==> config.mk <==
export PLATFORM = sky130hd
export DESIGN_NAME = pool_writeback_flat
export DESIGN_NICKNAME = d
export VERILOG_FILES = /design/src/rtl/pool_writeback_if.sv /design/src/rtl/pool_writeback.sv /design/src/flat_wrapper.sv
export SDC_FILE = /design/constraint.sdc
export NUM_CORES = 1
export LEC_CHECK = 0
export CORE_MARGIN = 2
export CORE_UTILIZATION = 60
export CTS_BUF_LIST = sky130_fd_sc_hd__clkbuf_2
export DETAILED_ROUTE_END_ITERATION = 10
export GPL_TIMING_DRIVEN = 0
export PLACE_DENSITY_LB_ADDON = 0.25
export RECOVER_POWER = 100
export SYNTH_ARGS = -nofsm -noshare
export SYNTH_HDL_FRONTEND = slang
export SYNTH_SLANG_ARGS = --single-unit
==> constraint.sdc <==
create_clock -name clk -period 7.2 [get_ports clk]
set_input_delay 1.44 -clock clk [delete_from_list [all_inputs] [get_ports clk]]
set_output_delay 1.44 -clock clk [all_outputs]
set_load 0.01 [all_outputs]
==> src/rtl/pool_writeback_if.sv <==
// Word-addressed memory write-request bus used by pool_writeback.
// master: drives mem_req_valid/mem_addr/mem_wdata/mem_be; slave: drives mem_req_ready.
interface pool_writeback_if #(
  parameter int ADDR_W = 16
);
  logic              mem_req_valid;
  logic              mem_req_ready;
  logic [ADDR_W-1:0] mem_addr;
  logic [31:0]       mem_wdata;
  logic [3:0]        mem_be;

  modport master (
    output mem_req_valid, mem_addr, mem_wdata, mem_be,
    input  mem_req_ready
  );

  modport slave (
    input  mem_req_valid, mem_addr, mem_wdata, mem_be,
    output mem_req_ready
  );
endinterface

==> src/rtl/pool_writeback.sv <==
// Pooled-sample writeback: bounds-checks (row,col) samples, queues byte writes
// in a small FIFO and issues them as single-lane word writes on the mem bus.
// Ports: clk, reset (sync, active-low), cfg_* layer setup, in_* sample stream
// (no ready), mem (request bus), busy/done status, sticky errors, wr_count.
module pool_writeback #(
  parameter int MAX_N      = 512,
  parameter int N_BITS     = $clog2(MAX_N + 1),
  parameter int ADDR_W     = 16,
  parameter int FIFO_DEPTH = 8
) (
  input  logic                  clk,
  input  logic                  reset,
  input  logic                  cfg_start,
  input  logic [N_BITS-1:0]     cfg_out_h,
  input  logic [N_BITS-1:0]     cfg_out_w,
  input  logic [ADDR_W+1:0]     cfg_base_byte,
  input  logic                  in_valid,
  input  logic [N_BITS-1:0]     in_row,
  input  logic [N_BITS-1:0]     in_col,
  input  logic [7:0]            in_data,
  pool_writeback_if.master      mem,
  output logic                  busy,
  output logic                  done,
  output logic                  overflow_err,
  output logic                  oob_err,
  output logic                  stray_err,
  output logic [2*N_BITS-1:0]   wr_count
);
  localparam int PW = $clog2(FIFO_DEPTH);
  localparam int CW = PW + 1;
  localparam int BW = ADDR_W + 2;
  localparam int MW = 2 * N_BITS;

  typedef enum logic [1:0] {
    S_IDLE,
    S_RUN,
    S_DRAIN,
    S_DONE
  } state_t;

  typedef struct packed {
    logic [ADDR_W-1:0] word;
    logic [1:0]        lane;
    logic [7:0]        data;
  } ent_t;

  state_t            state;
  logic [N_BITS-1:0] h_q;
  logic [N_BITS-1:0] w_q;
  logic [BW-1:0]     base_q;
  logic [MW-1:0]     total_q;

  ent_t              fifo [FIFO_DEPTH];
  logic [PW-1:0]     rd_ptr;
  logic [PW-1:0]     wr_ptr;
  logic [CW-1:0]     occ;

  logic              in_run;
  logic              inb;
  logic              full;
  logic              push;
  logic              pop;
  logic              oob_hit;
  logic              ovf_hit;
  logic              stray_hit;
  logic [BW-1:0]     byte_a;
  logic [MW-1:0]     wr_cnt_nxt;
  logic [PW-1:0]     rd_ptr_n;
  logic [CW-1:0]     occ_n;
  ent_t              new_ent;
  ent_t              head_ent;

  assign in_run    = state == S_RUN;
  assign inb       = (in_row < h_q) && (in_col < w_q);
  assign full      = occ == CW'(FIFO_DEPTH);
  assign push      = in_valid && in_run && inb && !full;
  assign pop       = mem.mem_req_valid && mem.mem_req_ready;
  assign oob_hit   = in_valid && in_run && !inb;
  assign ovf_hit   = in_valid && in_run && inb && full;
  assign stray_hit = in_valid && !in_run;

  // Modular byte address; the product is truncated before the adds.
  assign byte_a = base_q
                + BW'(MW'(in_row) * MW'(w_q))
                + BW'(in_col);

  assign new_ent = '{
    word: byte_a[BW-1:2],
    lane: byte_a[1:0],
    data: in_data
  };

  assign wr_cnt_nxt = wr_count + MW'(push);
  assign rd_ptr_n   = rd_ptr + PW'(pop);
  assign occ_n      = occ + CW'(push) - CW'(pop);

  // When nothing older survives this cycle, the next head is the
  // sample being pushed right now, so bypass the storage array.
  assign head_ent = (occ == CW'(pop)) ? new_ent : fifo[rd_ptr_n];

  always_ff @(posedge clk) begin
    if (push) fifo[wr_ptr] <= new_ent;
  end

  always_ff @(posedge clk) begin
    if (!reset) begin
      rd_ptr            <= '0;
      wr_ptr            <= '0;
      occ               <= '0;
      mem.mem_req_valid <= 1'b0;
      mem.mem_addr      <= '0;
      mem.mem_be        <= '0;
      mem.mem_wdata     <= '0;
    end else begin
      rd_ptr            <= rd_ptr_n;
      wr_ptr            <= wr_ptr + PW'(push);
      occ               <= occ_n;
      mem.mem_req_valid <= occ_n != '0;
      if (occ_n != '0) begin
        mem.mem_addr  <= head_ent.word;
        mem.mem_be    <= 4'b0001 << head_ent.lane;
        mem.mem_wdata <= {4{head_ent.data}};
      end
    end
  end

  always_ff @(posedge clk) begin
    if (!reset) begin
      state        <= S_IDLE;
      busy         <= 1'b0;
      done         <= 1'b0;
      overflow_err <= 1'b0;
      oob_err      <= 1'b0;
      stray_err    <= 1'b0;
      wr_count     <= '0;
      h_q          <= '0;
      w_q          <= '0;
      base_q       <= '0;
      total_q      <= '0;
    end else begin
      unique case (state)
        S_IDLE: begin
          if (cfg_start) begin
            h_q          <= cfg_out_h;
            w_q          <= cfg_out_w;
            base_q       <= cfg_base_byte;
            total_q      <= MW'(cfg_out_h) * MW'(cfg_out_w);
            wr_count     <= '0;
            overflow_err <= 1'b0;
            oob_err      <= 1'b0;
            stray_err    <= 1'b0;
            busy         <= 1'b1;
            state        <= S_RUN;
          end
        end
        S_RUN: begin
          wr_count <= wr_cnt_nxt;
          if (wr_cnt_nxt == total_q) state <= S_DRAIN;
        end
        S_DRAIN: begin
          if (occ == '0) begin
            busy  <= 1'b0;
            done  <= 1'b1;
            state <= S_DONE;
          end
        end
        S_DONE: begin
          done  <= 1'b0;
          state <= S_IDLE;
        end
        default: state <= S_IDLE;
      endcase
      // Placed after the clear so a same-cycle hit still latches.
      if (stray_hit) stray_err    <= 1'b1;
      if (oob_hit)   oob_err      <= 1'b1;
      if (ovf_hit)   overflow_err <= 1'b1;
    end
  end
endmodule

==> src/flat_wrapper.sv <==
// flat-port wrapper written by rule: the top's interface ports become plain ports
module pool_writeback_flat 
#(
  parameter int MAX_N      = 512,
  parameter int N_BITS     = $clog2(MAX_N + 1),
  parameter int ADDR_W     = 16,
  parameter int FIFO_DEPTH = 8
)
  (clk, reset, cfg_start, cfg_out_h, cfg_out_w, cfg_base_byte, in_valid, in_row, in_col, in_data, busy, done, overflow_err, oob_err, stray_err, wr_count, mem_mem_req_valid, mem_mem_addr, mem_mem_wdata, mem_mem_be, mem_mem_req_ready);
  pool_writeback_if #(.ADDR_W(ADDR_W)) mem_i ();
  input  logic clk;
  input  logic reset;
  input  logic cfg_start;
  input  logic [N_BITS-1:0] cfg_out_h;
  input  logic [N_BITS-1:0] cfg_out_w;
  input  logic [ADDR_W+1:0] cfg_base_byte;
  input  logic in_valid;
  input  logic [N_BITS-1:0] in_row;
  input  logic [N_BITS-1:0] in_col;
  input  logic [7:0] in_data;
  output logic busy;
  output logic done;
  output logic overflow_err;
  output logic oob_err;
  output logic stray_err;
  output logic [2*N_BITS-1:0] wr_count;
  output wire logic [$bits(mem_i.mem_req_valid)-1:0] mem_mem_req_valid;
  output wire logic [$bits(mem_i.mem_addr)-1:0] mem_mem_addr;
  output wire logic [$bits(mem_i.mem_wdata)-1:0] mem_mem_wdata;
  output wire logic [$bits(mem_i.mem_be)-1:0] mem_mem_be;
  input wire logic [$bits(mem_i.mem_req_ready)-1:0] mem_mem_req_ready;
  assign mem_mem_req_valid = mem_i.mem_req_valid;
  assign mem_mem_addr = mem_i.mem_addr;
  assign mem_mem_wdata = mem_i.mem_wdata;
  assign mem_mem_be = mem_i.mem_be;
  assign mem_i.mem_req_ready = mem_mem_req_ready;
  pool_writeback #(.MAX_N(MAX_N), .N_BITS(N_BITS), .ADDR_W(ADDR_W), .FIFO_DEPTH(FIFO_DEPTH)) u_core (.clk(clk), .reset(reset), .cfg_start(cfg_start), .cfg_out_h(cfg_out_h), .cfg_out_w(cfg_out_w), .cfg_base_byte(cfg_base_byte), .in_valid(in_valid), .in_row(in_row), .in_col(in_col), .in_data(in_data), .mem(mem_i), .busy(busy), .done(done), .overflow_err(overflow_err), .oob_err(oob_err), .stray_err(stray_err), .wr_count(wr_count));
endmodule
=== After elaboration in Yosys (flattened, before gate mapping) ===
Memory sizes are Yosys's and may differ from the RTL's.
Cells that the tools add are included.

* Order comparisons: 2
* $add $sub $neg: 7
* Bitwise logic cells: 0
* Div/mod/pow operators: 0
* Multiply operators: 2
* Multiplexer cells: 19
* Eq/ne operators: 9
* Shifts and indexed selects: 1
* Reductions and logical operators: 31

{| class="wikitable"
|+ Operators by type and width
! operator !! count
|-
| $pmux W20 S2 || 1
|-
| $mux W26 || 1
|-
| $add A20 B1 Y20 || 1
|-
| $eq A20 B20 Y1 || 1
|-
| $lt A10 B10 Y1 || 2
|-
| $mul A10 B10 Y20 || 1
|-
| $mux W20 || 1
|-
| $add A18 B10 Y18 || 1
|-
| $add A18 B18 Y18 || 1
|-
| $mul A10 B10 Y18 || 1
|-
| $reduce_bool A2 Y1 || 9
|-
| $reduce_and A2 Y1 || 6
|-
| $mux W1 || 10
|-
| $logic_and A1 B1 Y1 || 8
|-
| $pmux W2 S4 || 1
|-
| $add A3 B1 Y3 || 2
|-
| $mux W2 || 3
|-
| $reduce_and A3 Y1 || 2
|-
| $add A4 B1 Y4 || 1
|-
| $eq A2 B2 Y1 const B || 2
|-
| $eq A4 B1 Y1 || 1
|-
| $eq A4 B4 Y1 const B || 1
|-
| $logic_not A4 Y1 || 1
|-
| $ne A2 B2 Y1 const B || 2
|-
| 8 further kinds || 11
|}

* Input port bits: 71
* Bits in read-only memories: 0
* Register bits: 148
* Output and inout port bits: 78
* Latch bits: 0
* Bits in writable memories: 208
* Memories: 1
* Logic and storage cells: 90

{| class="wikitable"
|+ Memory list
! memory !! depth !! width !! rd ports !! clocked after Yosys merged registers in !! wr ports !! RTL line !! text
|-
| u_core.fifo || 8 || 26 || 1 || 0 || 1 || pool_writeback.sv:53 || <nowiki>ent_t fifo [FIFO_DEPTH];</nowiki>
|}

=== Logic depth before layout (Yosys ltp) ===
* Depth after elaboration: 8
* Gate-level depth with buffers: 20
* Mapped depth without buffers: 19

=== Worst setup path before layout ===
Ideal clock, no wire load.

* Kind: input to register
* From: in in_row[7]
* To: mem u_core.fifo[0][25] in the netlist's numbering, data pin
* Stages: 17
* Data arrival time: 6.200 ns
* Setup time: 0.174 ns
* Path buffers: 1
* Data required time: 7.026 ns
* Path slack: 0.826 ns
* Cell sequence: clkbuf_1 > nand2_1 > fa_1 > inv_1 > fa_1 > inv_1 > fa_1 > fa_1 > fa_1 > inv_1 > ha_1 > or2_2 > a21oi_1 > a211oi_1 > or3_1 > a2111o_1 > nand3_1

* Cells in the longest elaborated chain, start to end: 3

{| class="wikitable"
|+ RTL lines
! element !! RTL line !! text
|-
| from (decl) || flat_wrapper.sv:18 || <nowiki>input logic [N_BITS-1:0] in_row;</nowiki>
|-
| $mul A10 B10 Y18 || pool_writeback.sv:84 || <nowiki>+ BW'(MW'(in_row) * MW'(w_q))</nowiki>
|-
| $add A18 B18 Y18 || pool_writeback.sv:84 ||
|-
| $add A18 B10 Y18 || pool_writeback.sv:85 || <nowiki>+ BW'(in_col);</nowiki>
|-
| named net u_core.byte_a[17] || pool_writeback.sv:66 || <nowiki>logic [BW-1:0] byte_a;</nowiki>
|-
| to (decl) || pool_writeback.sv:53 ||
|}

The timed path passes the listed nets, and every way through them passes these cells.

=== Worst setup path in the final report ===
* From: in in_row[3]
* To: reg u_core.mem.mem_addr[11]

* Elaborated cells on any way between the ends: 11
* Classes of those cells: 4 x add/sub; 1 x mul; 1 x order compare; 1 x mux; 4 x reduce/logical

{| class="wikitable"
|+ RTL lines
! element !! RTL line !! text
|-
| $mul A10 B10 Y18 || pool_writeback.sv:84 ||
|-
| $add A18 B18 Y18 || pool_writeback.sv:84 ||
|-
| $add A18 B10 Y18 || pool_writeback.sv:85 ||
|-
| named net u_core.byte_a[13] || pool_writeback.sv:66 ||
|-
| $mux W26 || pool_writeback.sv:99 || <nowiki>assign head_ent = (occ == CW'(pop)) ? new_ent : fifo[rd_ptr_n];</nowiki>
|-
| to (signal assigned) || pool_writeback.sv:120 || <nowiki>mem.mem_addr <= head_ent.word;</nowiki>
|-
| to (decl) || pool_writeback_if.sv:13 || <nowiki>output mem_req_valid, mem_addr, mem_wdata, mem_be,</nowiki>
|}

The timed path passes the listed nets, and every way through them passes these cells.
A chain may end at the register's enable or synchronous reset.

==> run summary <==
vias in the first global route = 16100
routed vias/inst = 5.74
total CTS buffers = 84
num rows = 69
most frequent cells in the layout = 278 x nand2_1, 230 x inv_1, 208 x edfxtp_1, 152 x fa_1, 136 x clkbuf_1
first-pass GRT wire length = 84.6 mm
Int Pwr = 0.00525 W
leakage power = 10.1 nW
critical path class = input port to flop
final worst slack = 0.527 ns
commonest non-fill, non-tap cell in the layout = nand2_1
latest clock arrival within the worst-skew pair = 0.93 ns
Overall Global Routing Usage = 29.9%
R2R cell count = 17
CP Capture Type = flop
fmax = 150 MHz
Max Buffers Root-to-Sink = 3
synth-to-layout area growth = 14.1%
Slew Limit Headroom = 3.06%
First-pass DRT Iterations = 7
Die W = 193 µm
Yosys reg bits = 332
port buffer count = 148
Comb pwr share = 54.1%
die area = 37100 µm²
WL per Instance = 19.3 µm
r2r setup slk = 1.04 ns
ys flop type = edfxtp_1
dpl cell area = 23700 µm²
clock skew = 0.0695 ns
Post-Place Cells = 2625
initial antenna violation count = 2
fin area = 24400 µm²
Core Area = 35300 µm²
Distinct cells, synth = 65
DPL Wire Length = 40.5 mm
share of the core filled with cells = 69.0%
largest net degree at the start of global routing = 13
final wirelength = 53.6 mm
Layout Nets = 2604
Slew Viols, Final = 0
Die H = 193 µm
CTS tree = built
switching pwr = 0.00399 W
Fin Setup TNS = 0 ns
1st-iter DRT viols = 1217
post-cts sizing count = 0
slowest stage cell on the critical path = xnor2_1
Post-DRT Antenna Nets = 0
Max-Cap Viols = 0
fin crit share = 92.7%
CP required = 8.05 ns
Mapped Nets = 2338
reg2reg start = u_core.w_q[1]$_SDFFE_PN0P_
critical-path cell list = dlygate4sd3_1, clkbuf_1, nand2_1, fa_1, inv_1, fa_1, fa_1, fa_1, inv_1, fa_1, inv_1, ha_1, o21a_1, o31ai_1, a211oi_1, nor3_1, xnor2_1, o21ai_0, a21oi_1
hold buffers post-CTS = 0
Power Density = 379 nW/µm²
most frequent CP cell = fa_1
Final Setup Violations = 0
register clock-pin slew on the reported worst setup and hold paths = 0.10 ns
synth warn = 0
Root Driver = clkbuf_2
I/O pin total = 149
post-CTS setup buffer count = 0
DP Worst Slack = -0.229 ns
Setup crit start kind = input port
via count = 16000
Sink Count = 332
Initial Util = 60.5%
Switching Fraction = 43.2%
final hold vios = 0
synthesized area = 21400 µm²
critical path's largest stage delay = 0.71 ns
DRC = 0
asr flop ratio synth = 0%
status = finished clean
worst ir drop on vdd = 0.327 mV
Slew @ Worst Pin = 1.44 ns
Clk pwr share = 14.8%
Hold Crit Start = u_core.mem.mem_addr[2]$_SDFFE_PN0P_
Post-synth EDFFs = 208
Final Instance Count excl. Fillers = 2779
sequential share of power = 31.1%
maximum fanout along the worst path = 10
Period minus WS final = 6.67 ns
Seq/Total Area, Yosys = 40.8%
grt total ovfl = 0
Hold Crit Class = flop to flop
H-Tree Depth = 3
FF-to-FF End = u_core.state[0]$_SDFFE_PN0P_
RSZ-0062 raised after global routing = no
WP data arrival = 7.53 ns
fill count = 2738
Syn Inst Count = 1984
hold path depth = 2
share of cells above drive strength 1 = 9.84%
Mean Syn Cell Area = 10.8 µm²
GPL Wtd Cong = 0.937
endpoint of the worst hold path = u_core.mem.mem_addr[2]$_SDFFE_PN0P_
## registers in the layout, indices dropped and copies added (netlist names)
signal and flops:
u_core.base_q 18, u_core.busy 1, u_core.done 1, u_core.fifo 208, u_core.h_q 10, u_core.mem.mem_addr 16, u_core.mem.mem_be 4, u_core.mem.mem_req_valid 1
u_core.mem.mem_wdata 8, u_core.occ 4, u_core.oob_err 1, u_core.overflow_err 1, u_core.rd_ptr 3, u_core.state 2, u_core.stray_err 1, u_core.total_q 20
u_core.w_q 10, u_core.wr_count 20, u_core.wr_ptr 3
## metrics by stage
stage                     power, W  hold slack, ns
final                      0.00924           0.453
after global routing       0.00993           0.478
after CTS                  0.00929           0.458
after detailed placement   0.00791           0.444
after global placement     0.00772           0.439
after floorplan            0.00633           0.436
## power by group through the flow
stage | combinational [W] | clock (W) | sequential [W]
floorplan | 0.00344 | 0 | 0.00289
global placement | 0.00481 | 0 | 0.00291
detailed placement | 0.00499 | 0 | 0.00292
CTS | 0.00502 | 0.00139 | 0.00288
global route | 0.00555 | 0.00149 | 0.00289
finish | 0.00500 | 0.00136 | 0.00287
## worst max-delay path, delay by kind of cell
| family | cells | cell delay (ns) |
|---|---|---|
| AND/OR/NAND/NOR | 2 | 0.26 |
| buffers and inverters | 5 | 1.30 |
| XOR/XNOR | 1 | 0.71 |
| AO/OA/AOI/OAI | 5 | 1.06 |
| adder cells (fa/ha/maj) | 6 | 2.73 |
## routing by layer
metal  vias to the layer above  share of wire (%)  GRT usage [%]
met2                       672                 48           49.3
met5                         -              0.024              0
met4                         2                3.2           11.6
met1                      7859                 41           38.9
li1                       7318                  -              -
met3                       106                8.0           6.16
## cells by family (layout without fill, tap and decap cells)
group	Yosys count	after routing	synth area share, %
compound gates	270	270	7.77
xor+xnor	54	54	2.28
fa+ha+maj	283	283	21.9
buf+inv	365	698	6.88
flops	332	332	40.8
mux	80	80	6.79
other cells	0	1	0
simple gates	600	600	13.5
## final cells by class
class,instances,area [µm²],area share [%]
Clock buffer,126,631,2.59
Sequential cell,332,8730,35.8
Buffer,134,602,2.47
Timing Repair Buffer,180,1600,6.57
Inverter,231,867,3.56
Multi-Input combinational cell,1287,11200,45.8
Tap cell,461,577,2.37
Clock inverter,27,194,0.796
Antenna cell,1,2.50,0.0103
## cells in the mapped netlist (16+ instances only)
| cell type | n | area share [%] |
|---|---|---|
| nand2_1 | 278 | 4.9 |
| dfxtp_1 | 124 | 12 |
| clkbuf_1 | 101 | 1.8 |
| xnor2_1 | 36 | 1.5 |
| and2_1 | 112 | 3.3 |
| nand4_1 | 16 | 0.47 |
| mux2i_1 | 28 | 1.3 |
| xor2_1 | 17 | 0.70 |
| fa_1 | 152 | 14 |
| nand3_1 | 23 | 0.54 |
| inv_1 | 229 | 4.0 |
| a21oi_1 | 121 | 2.8 |
| mux4_2 | 52 | 5.5 |
| edfxtp_1 | 208 | 29 |
| buf_4 | 25 | 0.88 |
| ha_1 | 131 | 7.7 |
| o211ai_1 | 25 | 0.88 |
| o21ai_0 | 40 | 0.94 |
| nor3_1 | 35 | 0.82 |
| nor2_1 | 63 | 1.1 |
## worst max-delay path by stage
stage | from | to | depth (start not counted)
after floorplan | in_row[7] | u_core.fifo[0][25]$_DFFE_PP_ | 17
after global placement | in_col[1] | u_core.fifo[5][12]$_DFFE_PP_ | 8
after detailed placement | in_row[7] | u_core.fifo[4][25]$_DFFE_PP_ | 18
after CTS | in_row[7] | u_core.fifo[3][25]$_DFFE_PP_ | 18
after global routing | in_row[3] | u_core.mem.mem_addr[11]$_SDFFE_PN0P_ | 19
final | in_row[3] | u_core.mem.mem_addr[11]$_SDFFE_PN0P_ | 19
Power figures use the tool's default switching activity.
